--- config.mk ---
export PLATFORM = sky130hd
export DESIGN_NAME = mult_sequencer
export DESIGN_NICKNAME = d
export VERILOG_FILES = /design/src/rtl/mult_sequencer.sv
export SDC_FILE = /design/constraint.sdc
export NUM_CORES = 1
export LEC_CHECK = 0
export CORE_MARGIN = 1
export CORE_UTILIZATION = 50
export DETAILED_ROUTE_END_ITERATION = 7
export PLACE_DENSITY = 0.86
export SLEW_MARGIN = 20
export SYNTH_ARGS = -nofsm -noshare
export SYNTH_HDL_FRONTEND = slang
export SYNTH_SLANG_ARGS = --single-unit
--- constraint.sdc ---
create_clock -name clock -period 3.64 [get_ports clock]
set_input_delay 1.092 -clock clock [delete_from_list [all_inputs] [get_ports clock]]
set_output_delay 1.092 -clock clock [all_outputs]
set_load 0.03 [all_outputs]
--- src/rtl/mult_sequencer.sv ---
// Front-end controller for a sequential multiplier: takes one operand pair,
// pulses start, waits (with a watchdog) for finished, and holds the result.
module mult_sequencer #(
    parameter int N       = 8,
    parameter int P       = 16,
    parameter int TIMEOUT = 64,
    parameter int CW      = 16
) (
    input  logic          clock,
    input  logic          reset,
    input  logic          in_valid,
    output logic          in_ready,
    input  logic [N-1:0]  in_a,
    input  logic [N-1:0]  in_b,
    output logic          mul_start,
    output logic [N-1:0]  mul_a,
    output logic [N-1:0]  mul_b,
    input  logic [P-1:0]  mul_product,
    input  logic          mul_finished,
    output logic          out_valid,
    input  logic          out_ready,
    output logic [P-1:0]  out_product,
    output logic          out_error,
    output logic          busy,
    output logic [CW-1:0] op_count,
    output logic [1:0]    dbg_state
);

    // Handshakes: a transfer happens on a rising edge where valid && ready.
    // in_ready is high only in IDLE; out_valid is high only in HOLD and its
    // payload (out_product, out_error) stays stable until out_ready is seen.

    typedef enum logic [1:0] {
        S_IDLE  = 2'd0,
        S_START = 2'd1,
        S_WAIT  = 2'd2,
        S_HOLD  = 2'd3
    } state_t;

    localparam int WW = 16;

    state_t        r_state;
    state_t        w_next;
    logic [WW-1:0] r_wdog;
    logic [N-1:0]  r_mul_a;
    logic [N-1:0]  r_mul_b;
    logic [P-1:0]  r_product;
    logic          r_error;
    logic [CW-1:0] r_count;
    logic          w_timeout;

    assign w_timeout = (r_wdog == WW'(TIMEOUT - 1));

    always_ff @(posedge clock or posedge reset) begin
        if (reset) begin
            r_state <= S_IDLE;
        end else begin
            r_state <= w_next;
        end
    end

    always_comb begin
        w_next = r_state;
        case (r_state)
            S_IDLE:  if (in_valid) w_next = S_START;
            S_START: w_next = S_WAIT;
            S_WAIT:  if (mul_finished || w_timeout) w_next = S_HOLD;
            S_HOLD:  if (out_ready) w_next = S_IDLE;
            default: w_next = S_IDLE;
        endcase
    end

    // Finished takes priority over the watchdog when both land on one cycle.
    always_ff @(posedge clock or posedge reset) begin
        if (reset) begin
            r_wdog    <= '0;
            r_mul_a   <= '0;
            r_mul_b   <= '0;
            r_product <= '0;
            r_error   <= 1'b0;
            r_count   <= '0;
        end else begin
            case (r_state)
                S_IDLE: begin
                    if (in_valid) begin
                        r_mul_a <= in_a;
                        r_mul_b <= in_b;
                    end
                end
                S_START: r_wdog <= '0;
                S_WAIT: begin
                    r_wdog <= r_wdog + WW'(1);
                    if (mul_finished) begin
                        r_product <= mul_product;
                        r_error   <= 1'b0;
                    end else if (w_timeout) begin
                        r_product <= '0;
                        r_error   <= 1'b1;
                    end
                end
                S_HOLD: begin
                    if (out_ready) r_count <= r_count + CW'(1);
                end
                default: ;
            endcase
        end
    end

    assign in_ready    = (r_state == S_IDLE);
    assign busy        = (r_state != S_IDLE);
    assign mul_start   = (r_state == S_START);
    assign out_valid   = (r_state == S_HOLD);
    assign mul_a       = r_mul_a;
    assign mul_b       = r_mul_b;
    assign out_product = r_product;
    assign out_error   = r_error;
    assign op_count    = r_count;
    assign dbg_state   = r_state;

endmodule

# ---- After elaboration in Yosys (flattened, before gate mapping)
# Index checks and enable logic that the tools add are counted.
dict set report word_totals {
  register_bits 67
  word_cells 34
  output_inout_bits 55
  input_bits 37
}
dict set report op_classes {
  mux 9
  n_reduce_logical 9
  addsub 2
  n_eq_ne 7
}
# cell n
set op_table {}
lappend op_table {{adder 16 x 1 -> 16 bit, second input constant} 2}
lappend op_table {{two-way mux 16 bit} 2}
lappend op_table {{case mux 16 bit (2 select lines)} 1}
lappend op_table {{== test 16 x 6 -> 1 bit, second input constant} 1}
lappend op_table {{case mux 2 bit (4 select lines)} 1}
lappend op_table {{two-way mux 2 bit} 3}
lappend op_table {{AND reduction 2 bit} 3}
lappend op_table {{nonzero test 2 bit} 3}
lappend op_table {{== test 2 bit, second input constant} 2}
lappend op_table {{!= test 2 bit, second input constant} 2}
lappend op_table {{AND reduction 3 bit} 1}
lappend op_table {{== test 2 x 1 -> 1 bit, second input constant} 1}
lappend op_table {{logical NOT 2 bit} 1}
lappend op_table {{two-way mux 1 bit} 2}
lappend op_table {{!= test 2 x 1 -> 1 bit, second input constant} 1}
lappend op_table {{logical OR 1 bit} 1}

# ---- Depth between registers and ports, before layout
dict set report logic_depth {
  depth_word 4
  depth_mapped 7
  depth_no_buf 6
}

# ---- Worst setup path after synthesis
# OpenSTA, ideal clock, no wires.
dict set report synth_timing {
  path_type {flip-flop to output port}
  from {register r_state[0] (netlist: dbg_state[0])}
  to {output busy}
  setup_slack_ns 1.275
  n_path_buf 0
  stages_incl_launch_ff 4
  required_ns 2.548
  t_arrival_ns 1.273
  cell_sequence {dfrtp_1 inv_1 ha_1 inv_1}
}
dict set report synth_between {
  elab_chain_len 1
}
# item line_no
set synth_lines {}
lappend synth_lines {{start, declared} 42} ;# state_t r_state;
lappend synth_lines {{start signal, assigned} 58} ;# r_state <= w_next;
lappend synth_lines {{nonzero test 2 bit} 110} ;# assign busy = (r_state != S_IDLE);
lappend synth_lines {{end, declared} 24} ;# output logic busy,
# No other way between the ends.

# ---- Worst setup path in the final report
# Ends and elaborated chain as after synthesis.

==> results.sh <==
export IMPL_postCtsHoldBufs=0
export IMPL_period_needed_ps=2960
export IMPL_worst_r2r_startpoint="dbg_state[0]$_DFFE_PP0P_"
export IMPL_ctsHtreeMaxLevel=3
export IMPL_synth_mux_area_frac=0.0733
export IMPL_synth_top_family_by_area="simple AND/OR/NAND/NOR gates"
export IMPL_mostFrequentLayoutCells="clkdlybuf4s50_1 (91), dfrtp_1 (67), mux2_2 (17), a22o_1 (17), xnor2_1 (14)"
export IMPL_status="finished clean"
export IMPL_end_kind="output pin"
export IMPL_hold_path_class="reg -> reg"
export IMPL_core_um2=5540
export IMPL_ys_types=39
export IMPL_grt_pass1_vias=2222
export IMPL_max_freq_ghz=0.338
export IMPL_netlist_instances=239
export IMPL_port_buffers=91
export IMPL_setup_tns_ps=0
export IMPL_synth_nets=282
export IMPL_clock_sinks=67
export IMPL_r2r_end="r_wdog[12]$_DFFE_PP0P_"
export IMPL_hold_start="op_count[15]$_DFFE_PP0P_"
export IMPL_grt_max_degree=36
export IMPL_finalWorstSetupSlack_ps=682
export IMPL_ctsRootBufferMaster="clkbuf_8"
export IMPL_synthAdderAreaFrac=0.0260
export IMPL_cts_buffers=9
export IMPL_synth_xor_area_share=0.0607
export IMPL_vdd_drop_max_mv=0.520
export IMPL_clk_pin_slew_worst_paths_ps=70
export IMPL_drc=0
export IMPL_crit_arrival_ps=1870
export IMPL_synth_async_reset_ratio=1.00
export IMPL_finalCritPeriodShare=0.813
export IMPL_power_density_nw_per_um2=814
export IMPL_ys_ff_latch=67
export IMPL_endpoint="busy"
export IMPL_dr_pass1_iters=4
export IMPL_clock_latency_ps=340
export IMPL_gr_total_overflow=0
export IMPL_p_leak_nw=1.79
export IMPL_synth_edf_count=0
export IMPL_cp_startpoint="dbg_state[0]$_DFFE_PP0P_"
export IMPL_wl_per_cell_um=15.2
export IMPL_synthSimpleGateAreaFrac=0.135
export IMPL_num_io_pins=92
export IMPL_cp_start_kind="flip-flop"
export IMPL_cts_resized=0
export IMPL_ant_nets=0
export IMPL_reg2reg_slack_ps=1620
export IMPL_r2r_cells=6
export IMPL_synth_ff_type="dfrtp_1"
export IMPL_yosysWarnings=0
export IMPL_cts_tree="done"
export IMPL_grt_first_pass_wirelength_um=10500
export IMPL_clockBufferDepth=2
export IMPL_design_die_area_um2=6080
export IMPL_syn_area_um2=2890
export IMPL_fin_skew_ps=12.6
export IMPL_rows=27
export IMPL_grt_usage=0.227
export IMPL_antenna_diode_count=0
export IMPL_num_vias=2237
export IMPL_synth_seq_area_share=0.581
export IMPL_post_cts_buffers=0
export IMPL_grt_antenna_before_repair=0
export IMPL_dp_hpwl_um=4590
export IMPL_drtIter0Drc=65
export IMPL_cp_data_required_time_ps=2550
export IMPL_drt_vias_per_instance=5.42
export IMPL_wl_um=6270
export IMPL_layout_drive_gt1_share=0.123
export IMPL_syn_mean_instance_area_um2=12.1
export IMPL_nets=379
export IMPL_start_util=0.521
export IMPL_area_growth_pct=41.1
export IMPL_dp_slack_ps=890
export IMPL_die_w_um=78.0
export IMPL_synth_compound_area_frac=0.101
export IMPL_maxSlewHeadroom=0.537
export IMPL_die_y_um=78.0
export IMPL_maxSlewViolCount=0
export IMPL_drv_cap=0
export IMPL_cp_max_fo=4
export IMPL_worst_pin_slew_ps=693
export IMPL_layout_commonest_cell="clkdlybuf4s50_1"
export IMPL_routabilityCongestion=0.818
export IMPL_finalHoldViolations=0
export IMPL_crit_type="reg -> out"
export IMPL_rsz0062_at_grt="false"
export IMPL_setup_violations=0
-- Yosys cell counts, types with 2 or more instances --
library cell,count,share of area
o21ai_0,8,0.014
and3_1,3,0.0065
xnor2_1,14,0.042
o31ai_1,2,0.0052
and2_1,2,0.0043
clkbuf_1,4,0.0052
or3_1,2,0.0043
nand2_1,9,0.012
nor2_1,12,0.016
xor2_1,6,0.018
inv_1,11,0.014
ha_1,6,0.026
mux2i_1,2,0.0069
a22o_1,17,0.052
nand3_1,11,0.019
dfrtp_1,67,0.58
a21oi_1,6,0.010
and4_1,2,0.0061
nor3_1,3,0.0052
mux2_2,17,0.066
nand4_1,10,0.022
nand2b_1,2,0.0043
a21o_1,2,0.0052
nor4_1,6,0.013
-- state kept, by name (all words and copies together), names as in the netlist --
name and cells:
dbg_state 2, mul_a 8, mul_b 8, op_count 16, out_error 1, out_product 16
r_wdog 16
-- how the worst min path moves through the flow --
| stage | end | slack [ps] | cells past startpoint |
|---|---|---|---|
| 3_5_place_dp | op_count[15]$_DFFE_PP0P_ | 460 | 1 |
| 3_3_place_gp | op_count[15]$_DFFE_PP0P_ | 460 | 1 |
| 6_report | op_count[15]$_DFFE_PP0P_ | 470 | 1 |
| 2_1_floorplan | r_wdog[5]$_DFFE_PP0P_ | 490 | 1 |
| 5_1_grt | op_count[15]$_DFFE_PP0P_ | 510 | 1 |
| 4_1_cts | op_count[15]$_DFFE_PP0P_ | 480 | 1 |
-- power by group --
| group | switching, mW | internal [mW] |
|---|---|---|
| registers | 0.151 | 0.973 |
| clock network | 0.281 | 0.285 |
| logic | 0.927 | 0.701 |
| total | 1.36 | 1.96 |
-- layout make-up --
class | instances | area (um2)
flip-flops and latches | 67 | 1680
fillers | 384 | 1470
multi-input cells | 155 | 1140
repair buffers | 92 | 931
clock buffers | 11 | 151
well taps | 72 | 90.1
inverters | 11 | 41.3
clock inverters | 5 | 37.5
-- critical path, cell delays in order, from the launching register on --
cell	delay (ps)
dfrtp_1	390
inv_1	90
ha_1	230
inv_1	120
clkdlybuf4s50_1	700
-- logic make-up (layout without fill, tap and decap cells) --
kind of cell / Yosys count / after routing
and+or+nand+nor: 70 / 70
buffers and inverters: 17 / 119
AOI/OAI and AO/OA: 40 / 40
muxes: 19 / 19
xor gates and xnor gates: 20 / 20
DFF: 67 / 67
adders and majority gates: 6 / 6
-- through the flow --
stage / cells / hold slack [ps] / cell area [um2] / utilization / power [mW]
after floorplan: 239 / 487 / 2890 / - / 2.11
after global placement: 397 / 462 / 3880 / 0.701 / 2.73
after detailed placement: 397 / 464 / 3880 / 0.701 / 2.77
after CTS: 413 / 478 / 4070 / 0.735 / 3.35
after global routing: 413 / 513 / 4070 / 0.735 / 3.51
final: 413 / 475 / 4070 / 0.735 / 3.32
-- layer usage --
layer  vias up  GRT usage  share of wire
li1       1061          -              -
met1      1093      0.293           0.43
met2        75      0.378           0.50
met3         8     0.0694          0.062
met4         0     0.0500         0.0096
met5         -          0              0
No activity file was read; power rests on OpenSTA's default activity.
